### src/rtl/cic_pkg.sv
// Shared types for the CIC interpolator/decimator control blocks.
// Stats widths are only used when CIC_INTERP_CTRL_STATS_EN is defined.
package cic_pkg;

  typedef enum logic [1:0] {
    IDLE  = 2'd0,
    PRIME = 2'd1,
    RUN   = 2'd2,
    DRAIN = 2'd3
  } cic_ctrl_state_t;

  localparam int STATS_UNDERFLOW_WIDTH = 16;
  localparam int STATS_SAMPLE_WIDTH    = 32;

endpackage

### src/rtl/cic_interp_ctrl_if.sv
// Handshake/strobe bundle for cic_interp_ctrl; the slave modport is the controller side.
// Stats signals exist only when CIC_INTERP_CTRL_STATS_EN is defined.
interface cic_interp_ctrl_if #(
  parameter int RATE_WIDTH = 8
);
  import cic_pkg::*;

  logic                  i_enable;
  logic [RATE_WIDTH-1:0] i_rate;
  logic                  i_valid;
  logic                  o_ready;
  logic                  o_comb_ready;
  logic                  o_stuff_sel;
  logic                  o_integ_ready;
  logic                  i_out_ready;
  logic                  o_out_valid;
  logic                  o_underflow;
  logic                  o_busy;
`ifdef CIC_INTERP_CTRL_STATS_EN
  logic [STATS_UNDERFLOW_WIDTH-1:0] o_underflow_count;
  logic [STATS_SAMPLE_WIDTH-1:0]    o_sample_count;
`endif

  modport slave (
    input  i_enable, i_rate, i_valid, i_out_ready,
    output o_ready, o_comb_ready, o_stuff_sel, o_integ_ready,
    output o_out_valid, o_underflow, o_busy
`ifdef CIC_INTERP_CTRL_STATS_EN
    , output o_underflow_count, o_sample_count
`endif
  );

  modport master (
    output i_enable, i_rate, i_valid, i_out_ready,
    input  o_ready, o_comb_ready, o_stuff_sel, o_integ_ready,
    input  o_out_valid, o_underflow, o_busy
`ifdef CIC_INTERP_CTRL_STATS_EN
    , input o_underflow_count, o_sample_count
`endif
  );

endinterface

### src/rtl/cic_phase_counter.sv
// Modulo-N counter with enable and a combinational wrap flag; modulus must be >= 1.
module cic_phase_counter #(
  parameter int WIDTH = 8
) (
  input  logic             clk,
  input  logic             rst,
  input  logic             clear,
  input  logic             enable,
  input  logic [WIDTH-1:0] modulus,
  output logic [WIDTH-1:0] count,
  output logic             wrap
);

  localparam logic [WIDTH-1:0] ONE = WIDTH'(1);

  assign wrap = enable & (count == (modulus - ONE));

  always_ff @(posedge clk or posedge rst) begin
    if (rst) begin
      count <= '0;
    end else if (clear) begin
      count <= '0;
    end else if (enable) begin
      count <= wrap ? '0 : count + ONE;
    end
  end

endmodule

### src/rtl/cic_interp_ctrl.sv
// Rate sequencer for the I/Q CIC interpolator: primes the combs, then paces integrator ticks.
// Optional accept/underflow statistics are built when CIC_INTERP_CTRL_STATS_EN is defined.
module cic_interp_ctrl
  import cic_pkg::*;
#(
  parameter int RATE_WIDTH   = 8,
  parameter int COMB_STAGES  = 3,
  parameter int INTEG_STAGES = 3
) (
  input logic          i_clock,
  input logic          i_reset,
  cic_interp_ctrl_if.slave bus
);

  localparam int PW = (COMB_STAGES > 1) ? $clog2(COMB_STAGES) : 1;
  localparam int FW = $clog2(INTEG_STAGES + 1);
  localparam logic [PW-1:0]         PRIME_LAST = PW'(COMB_STAGES - 1);
  localparam logic [FW-1:0]         FILL_FULL  = FW'(INTEG_STAGES);
  localparam logic [RATE_WIDTH-1:0] RATE_ONE   = RATE_WIDTH'(1);

  cic_ctrl_state_t       state;
  logic [RATE_WIDTH-1:0] rate_q;
  logic [RATE_WIDTH-1:0] phase;
  logic [PW-1:0]         prime_cnt;
  logic [FW-1:0]         fill_cnt;

  logic start, in_symbol, at_boundary, ready, accept, tick, underflow, wrap, next_boundary;

  always_comb begin
    start       = (state == IDLE) & bus.i_enable;
    in_symbol   = (state == RUN) | (state == DRAIN);
    at_boundary = (phase == '0);
    ready       = 1'b0;
    case (state)
      PRIME:   ready = 1'b1;
      RUN:     ready = bus.i_out_ready & at_boundary;
      default: ready = 1'b0;
    endcase
    accept    = ready & bus.i_valid;
    // A boundary tick needs a fresh sample; DRAIN never accepts, so it only ticks mid-symbol.
    tick      = in_symbol & bus.i_out_ready &
                (~at_boundary | ((state == RUN) & bus.i_valid));
    underflow = (state == RUN) & at_boundary & bus.i_out_ready & ~bus.i_valid;
    next_boundary = tick ? wrap : at_boundary;
  end

  assign bus.o_ready       = ready;
  assign bus.o_comb_ready  = accept;
  assign bus.o_stuff_sel   = in_symbol & at_boundary;
  assign bus.o_integ_ready = tick;
  assign bus.o_out_valid   = tick & (fill_cnt == FILL_FULL);
  assign bus.o_underflow   = underflow;
  assign bus.o_busy        = (state != IDLE);

  cic_phase_counter #(.WIDTH(RATE_WIDTH)) u_phase (
    .clk     (i_clock),
    .rst     (i_reset),
    .clear   (start),
    .enable  (tick),
    .modulus (rate_q),
    .count   (phase),
    .wrap    (wrap)
  );

  always_ff @(posedge i_clock or posedge i_reset) begin
    if (i_reset) begin
      state     <= IDLE;
      rate_q    <= RATE_ONE;
      prime_cnt <= '0;
      fill_cnt  <= '0;
    end else begin
      if (tick && fill_cnt != FILL_FULL) begin
        fill_cnt <= fill_cnt + FW'(1);
      end
      case (state)
        IDLE: begin
          if (bus.i_enable) begin
            rate_q    <= (bus.i_rate == '0) ? RATE_ONE : bus.i_rate;
            prime_cnt <= '0;
            fill_cnt  <= '0;
            state     <= PRIME;
          end
        end
        PRIME: begin
          if (accept) begin
            prime_cnt <= prime_cnt + PW'(1);
          end
          if (!bus.i_enable) begin
            state <= IDLE;
          end else if (accept && prime_cnt == PRIME_LAST) begin
            state <= RUN;
          end
        end
        RUN: begin
          // The symbol in flight always completes before going idle.
          if (!bus.i_enable) begin
            state <= next_boundary ? IDLE : DRAIN;
          end
        end
        DRAIN: begin
          if (wrap) begin
            state <= IDLE;
          end
        end
        default: state <= IDLE;
      endcase
    end
  end

`ifdef CIC_INTERP_CTRL_STATS_EN
  logic [STATS_UNDERFLOW_WIDTH-1:0] underflow_count;
  logic [STATS_SAMPLE_WIDTH-1:0]    sample_count;

  always_ff @(posedge i_clock or posedge i_reset) begin
    if (i_reset) begin
      underflow_count <= '0;
      sample_count    <= '0;
    end else begin
      if (start) begin
        underflow_count <= '0;
      end else if (underflow && underflow_count != '1) begin
        underflow_count <= underflow_count + STATS_UNDERFLOW_WIDTH'(1);
      end
      if (accept) begin
        sample_count <= sample_count + STATS_SAMPLE_WIDTH'(1);
      end
    end
  end

  assign bus.o_underflow_count = underflow_count;
  assign bus.o_sample_count    = sample_count;
`endif

endmodule
### src/flat_wrapper.sv
// flat-port wrapper written by rule: the top's interface ports become plain ports
module cic_interp_ctrl_flat import cic_pkg::*;
#(
  parameter int RATE_WIDTH   = 8,
  parameter int COMB_STAGES  = 3,
  parameter int INTEG_STAGES = 3
)
  (i_clock, i_reset, bus_i_enable, bus_i_rate, bus_i_valid, bus_i_out_ready, bus_o_ready, bus_o_comb_ready, bus_o_stuff_sel, bus_o_integ_ready, bus_o_out_valid, bus_o_underflow, bus_o_busy);
  cic_interp_ctrl_if #(.RATE_WIDTH(RATE_WIDTH)) bus_i ();
  input logic i_clock;
  input logic i_reset;
  input wire logic [$bits(bus_i.i_enable)-1:0] bus_i_enable;
  input wire logic [$bits(bus_i.i_rate)-1:0] bus_i_rate;
  input wire logic [$bits(bus_i.i_valid)-1:0] bus_i_valid;
  input wire logic [$bits(bus_i.i_out_ready)-1:0] bus_i_out_ready;
  output wire logic [$bits(bus_i.o_ready)-1:0] bus_o_ready;
  output wire logic [$bits(bus_i.o_comb_ready)-1:0] bus_o_comb_ready;
  output wire logic [$bits(bus_i.o_stuff_sel)-1:0] bus_o_stuff_sel;
  output wire logic [$bits(bus_i.o_integ_ready)-1:0] bus_o_integ_ready;
  output wire logic [$bits(bus_i.o_out_valid)-1:0] bus_o_out_valid;
  output wire logic [$bits(bus_i.o_underflow)-1:0] bus_o_underflow;
  output wire logic [$bits(bus_i.o_busy)-1:0] bus_o_busy;
  assign bus_i.i_enable = bus_i_enable;
  assign bus_i.i_rate = bus_i_rate;
  assign bus_i.i_valid = bus_i_valid;
  assign bus_i.i_out_ready = bus_i_out_ready;
  assign bus_o_ready = bus_i.o_ready;
  assign bus_o_comb_ready = bus_i.o_comb_ready;
  assign bus_o_stuff_sel = bus_i.o_stuff_sel;
  assign bus_o_integ_ready = bus_i.o_integ_ready;
  assign bus_o_out_valid = bus_i.o_out_valid;
  assign bus_o_underflow = bus_i.o_underflow;
  assign bus_o_busy = bus_i.o_busy;
  cic_interp_ctrl #(.RATE_WIDTH(RATE_WIDTH), .COMB_STAGES(COMB_STAGES), .INTEG_STAGES(INTEG_STAGES)) u_core (.i_clock(i_clock), .i_reset(i_reset), .bus(bus_i));
endmodule
### config.mk
export PLATFORM = sky130hd
export DESIGN_NAME = cic_interp_ctrl_flat
export DESIGN_NICKNAME = d
export VERILOG_FILES = /design/src/rtl/cic_pkg.sv /design/src/rtl/cic_interp_ctrl_if.sv /design/src/rtl/cic_phase_counter.sv /design/src/rtl/cic_interp_ctrl.sv /design/src/flat_wrapper.sv
export SDC_FILE = /design/constraint.sdc
export NUM_CORES = 1
export LEC_CHECK = 0
export BUFFER_PORTS_ARGS = -buffer_cell sky130_fd_sc_hd__buf_2
export CELL_PAD_IN_SITES_DETAIL_PLACEMENT = 1
export CELL_PAD_IN_SITES_GLOBAL_PLACEMENT = 2
export CORE_AREA = 2 2 67 85
export DETAILED_ROUTE_END_ITERATION = 8
export DIE_AREA = 0 0 69 87
export GPL_TIMING_DRIVEN = 0
export MAX_ROUTING_LAYER = met4
export PLACE_DENSITY_LB_ADDON = 0.1
export SYNTH_ARGS = -nofsm -noshare
export SYNTH_HDL_FRONTEND = slang
export SYNTH_SLANG_ARGS = --single-unit
### constraint.sdc
create_clock -name i_clock -period 2.25 [get_ports i_clock]
set_input_delay 0.225 -clock i_clock [delete_from_list [all_inputs] [get_ports i_clock]]
set_output_delay 0.225 -clock i_clock [all_outputs]
set_load 0.05 [all_outputs]
==> out/results.ini <==
[cts]
cts_buffer_depth = 2
cts_num_sinks = 22
clock_latency_ns = 0.27
cts_tree = yes
cts_made_buffers = 3
htree_num_levels = 1
clock_tree.root_cell = clkbuf_8
hold_buffers = 0
cts.reportedPaths.clkPinSlew_ns = 0.10

[routing]
vias = 1549
drt_drc_violations_left = 0
detail_route.vias_per_cell = 5.305
drt-total-wl_um = 4920
detail_route.wl_per_cell_um = 16.85
initialDrtViolationCount = 29
drt_pass1_iterations = 4
number_of_nets_still_failing_antenna_checks_after_routing = 0

[grt]
grt_usage = 0.1729
grt_use_met2 = 0.3383
grt_util_met3 = 0.01505
antenna_violations_before_repair = 0
grt_first_pass_wirelength_um = 8128
globalRoute.busiestLayer = met2
grt_start_max_net_pins = 23
grt.overflow.total = 0
via_count_of_the_first_global_routing_pass = 1725
met1_usage = 0.1853

[timing]
slew-limit-headroom = 0.3947
max_clock_freq_mhz = 442.9
clock-skew-final_ns = 0.008197
layout_setup_ws_ns = -0.007905
timing.final.crit_share = 1.004
worst_pin_slew_ns = 0.9070
setup_viol = 1
final-max-slew-violation-count = 0
rsz0062_at_grt = true
period_needed_ns = 2.258
finalHoldViolCount = 0

[run_status]
failed_checks = setup timing
run_status = finished with violations

[placement]
place.detailed.hpwl_um = 3565
place.port_buffers = 19
dp_cells = 274
globalplace.congestion = 0.8303

[yosys]
synth_top_cell_area_share = 0.3347
number_of_enable_type_register_cells_in_the_synthesized_netlist = 0
yosys.area.top_type = dfrtp_1
synth_area_per_cell_um2 = 8.221
yosys.cell_types.count = 46
postSynth.topFlopCell = dfrtp_1
synth.top_cells.by_area = dfrtp_1, ha_1, nand2_1
synth-async-reset-ratio = 1.000
seq_cells_post_synth = 22
synth-seq-area-share = 0.3514
yosys_warnings = 0
synth_area_mm2 = 0.001570
syn_nets = 213
synthesis.instances = 191

[critical_path]
crit_arrival_ns = 2.03
reg2reg_from = u_core.rate_q[0]$_DFFE_PP1P_
setup.worst_path.class = flip-flop to output pin
worst_setup_path_start_kind = flip-flop
endpoint_kind = output pin
critical_path_peak_fanout = 5
crit_start = u_core.u_phase.count[1]$_DFFE_PP0P_
required_ns = 2.03

[final_layout]
layout-drive-gt1-share = 0.3289
n_antenna_cell = 0
layout.cells.most_common = nand2_1
num-nets-final = 251
nFillCells = 644
area_growth_pct = 32.75
fin_cells = 292
layout.cells.most_common_list = nand2_1, buf_2, dfrtp_1

[floorplan]
std_cell_rows = 30
initial_core_util = 0.2988
fp.coreArea_mm2 = 0.005255
design.portCount = 20
die-height_um = 87
die_width_um = 69
design.die.area_mm2 = 0.006003

[pwr]
clock_power_share = 0.168
power_frac_comb = 0.546
flop_pwr_share = 0.285
p_sw_frac = 0.4435
vdd_drop_max_uv = 533.9
p_sw_mw = 1.024
leakage_nw = 0.9671
power_density_mw_per_mm2 = 1108
overall_power_after_layout_mw = 2.309
power_report.internal_total_mw = 1.285

[run]
maxCapViolations = 0

[worst_hold_path]
timing.hold.worst.class = primary input to async pin

==> what timing repair did <==
item,4_1_cts,5_1_grt
buffers inserted,12,5
pin swaps,10,11
cloned,1,0
gates resized for setup,20,18
setup endpoints to repair,14,14
==> metrics by stage <==
step / setup WS [ns] / hold WS, ns / utilization / TNS (ns) / area, µm²
after floorplan: 0.05890 / 0.2135 / - / 0 / 1570
after global placement: -0.2095 / 0.4303 / 0.3321 / -1.077 / 1745
after detailed placement: -0.2192 / 0.4462 / 0.3321 / -1.446 / 1745
after CTS: -0.06120 / 0.1595 / 0.3748 / -0.06120 / 1969
after global routing: -0.1498 / 0.1607 / 0.3967 / -0.5371 / 2085
final: -0.007905 / 0.1269 / 0.3967 / -0.007905 / 2085
==> state kept, by name (all words and copies together) (netlist names) <==
| signal | flops |
|---|---|
| u_core.u_phase.count | 8 |
| u_core.rate_q | 8 |
| u_core.fill_cnt | 2 |
| u_core.prime_cnt | 2 |
| u_core.state | 2 |
==> final timing paths <==
check | end | slack (ns) | cells past startpoint
max | bus_o_out_valid | -0.008 | 10
min | u_core.prime_cnt[0]$_DFFE_PP0P_ | 0.13 | 2
max reg2reg | u_core.u_phase.count[4]$_DFFE_PP0P_ | 0.02 | 9
min reg2reg | u_core.prime_cnt[1]$_DFFE_PP0P_ | 0.55 | 2
max in group asynchronous | u_core.u_phase.count[4]$_DFFE_PP0P_ | 1.49 | 2
min in group i_clock | u_core.rate_q[5]$_DFFE_PP0P_ | 0.16 | 3
==> cell type report <==
cell class	count	area, µm²	area share
plain buffers	4	22.52	0.01080
clock buffers	3	41.29	0.01981
clock inverters	1	30.03	0.01441
inverters	14	57.56	0.02761
multi-input cells	147	1050	0.5036
flip-flops and latches	22	555.5	0.2665
well taps	64	80.08	0.03842
repair buffers	37	247.7	0.1188
==> synth_stat cells, types with 4 or more instances <==
cell and n:
a21oi_1 5, nor3_1 9, clkbuf_1 6, and2_1 4
nor4_1 5, ha_1 9, xor2_1 4, dfrtp_1 21
nand2_1 28, nor2_1 17, inv_1 13, nand3_1 4
a31oi_1 7, o21ai_0 8, xnor2_1 7
==> power by group through the flow <==
stage | combinational [mW] | sequential [mW] | clock, mW
floorplan | 0.796 | 0.622 | 0
global placement | 0.999 | 0.662 | 0
detailed placement | 1.04 | 0.672 | 0
CTS | 1.18 | 0.648 | 0.390
global route | 1.41 | 0.681 | 0.412
finish | 1.26 | 0.659 | 0.389
==> critical path, stage by stage (launching register included) <==
cell     delay, ns
dfrtp_1       0.40
inv_2         0.08
ha_4          0.12
nor4b_4       0.26
buf_4         0.18
nand2_2       0.04
a32oi_2       0.17
buf_4         0.17
inv_6         0.04
and2_4        0.15
buf_8         0.14
==> cell families after synthesis <==
| group | Yosys count | synth area share |
|---|---|---|
| DFF | 22 | 0.3514 |
| AOI/OAI and AO/OA | 38 | 0.1658 |
| muxes | 2 | 0.01275 |
| xor gates and xnor gates | 11 | 0.06135 |
| and+or+nand+nor | 87 | 0.2829 |
| adders and majority gates | 9 | 0.07171 |
| buffers and inverters | 22 | 0.05418 |
==> layer usage <==
metal  vias to the layer above  wire length [µm]  part of all wire
met4                         0                47            0.0096
met5                         -                 0                 0
li1                        747                 -                 -
met1                       784              1996              0.41
met3                         4                63             0.013
met2                        14              2812              0.57
Power figures use the tool's default switching activity.
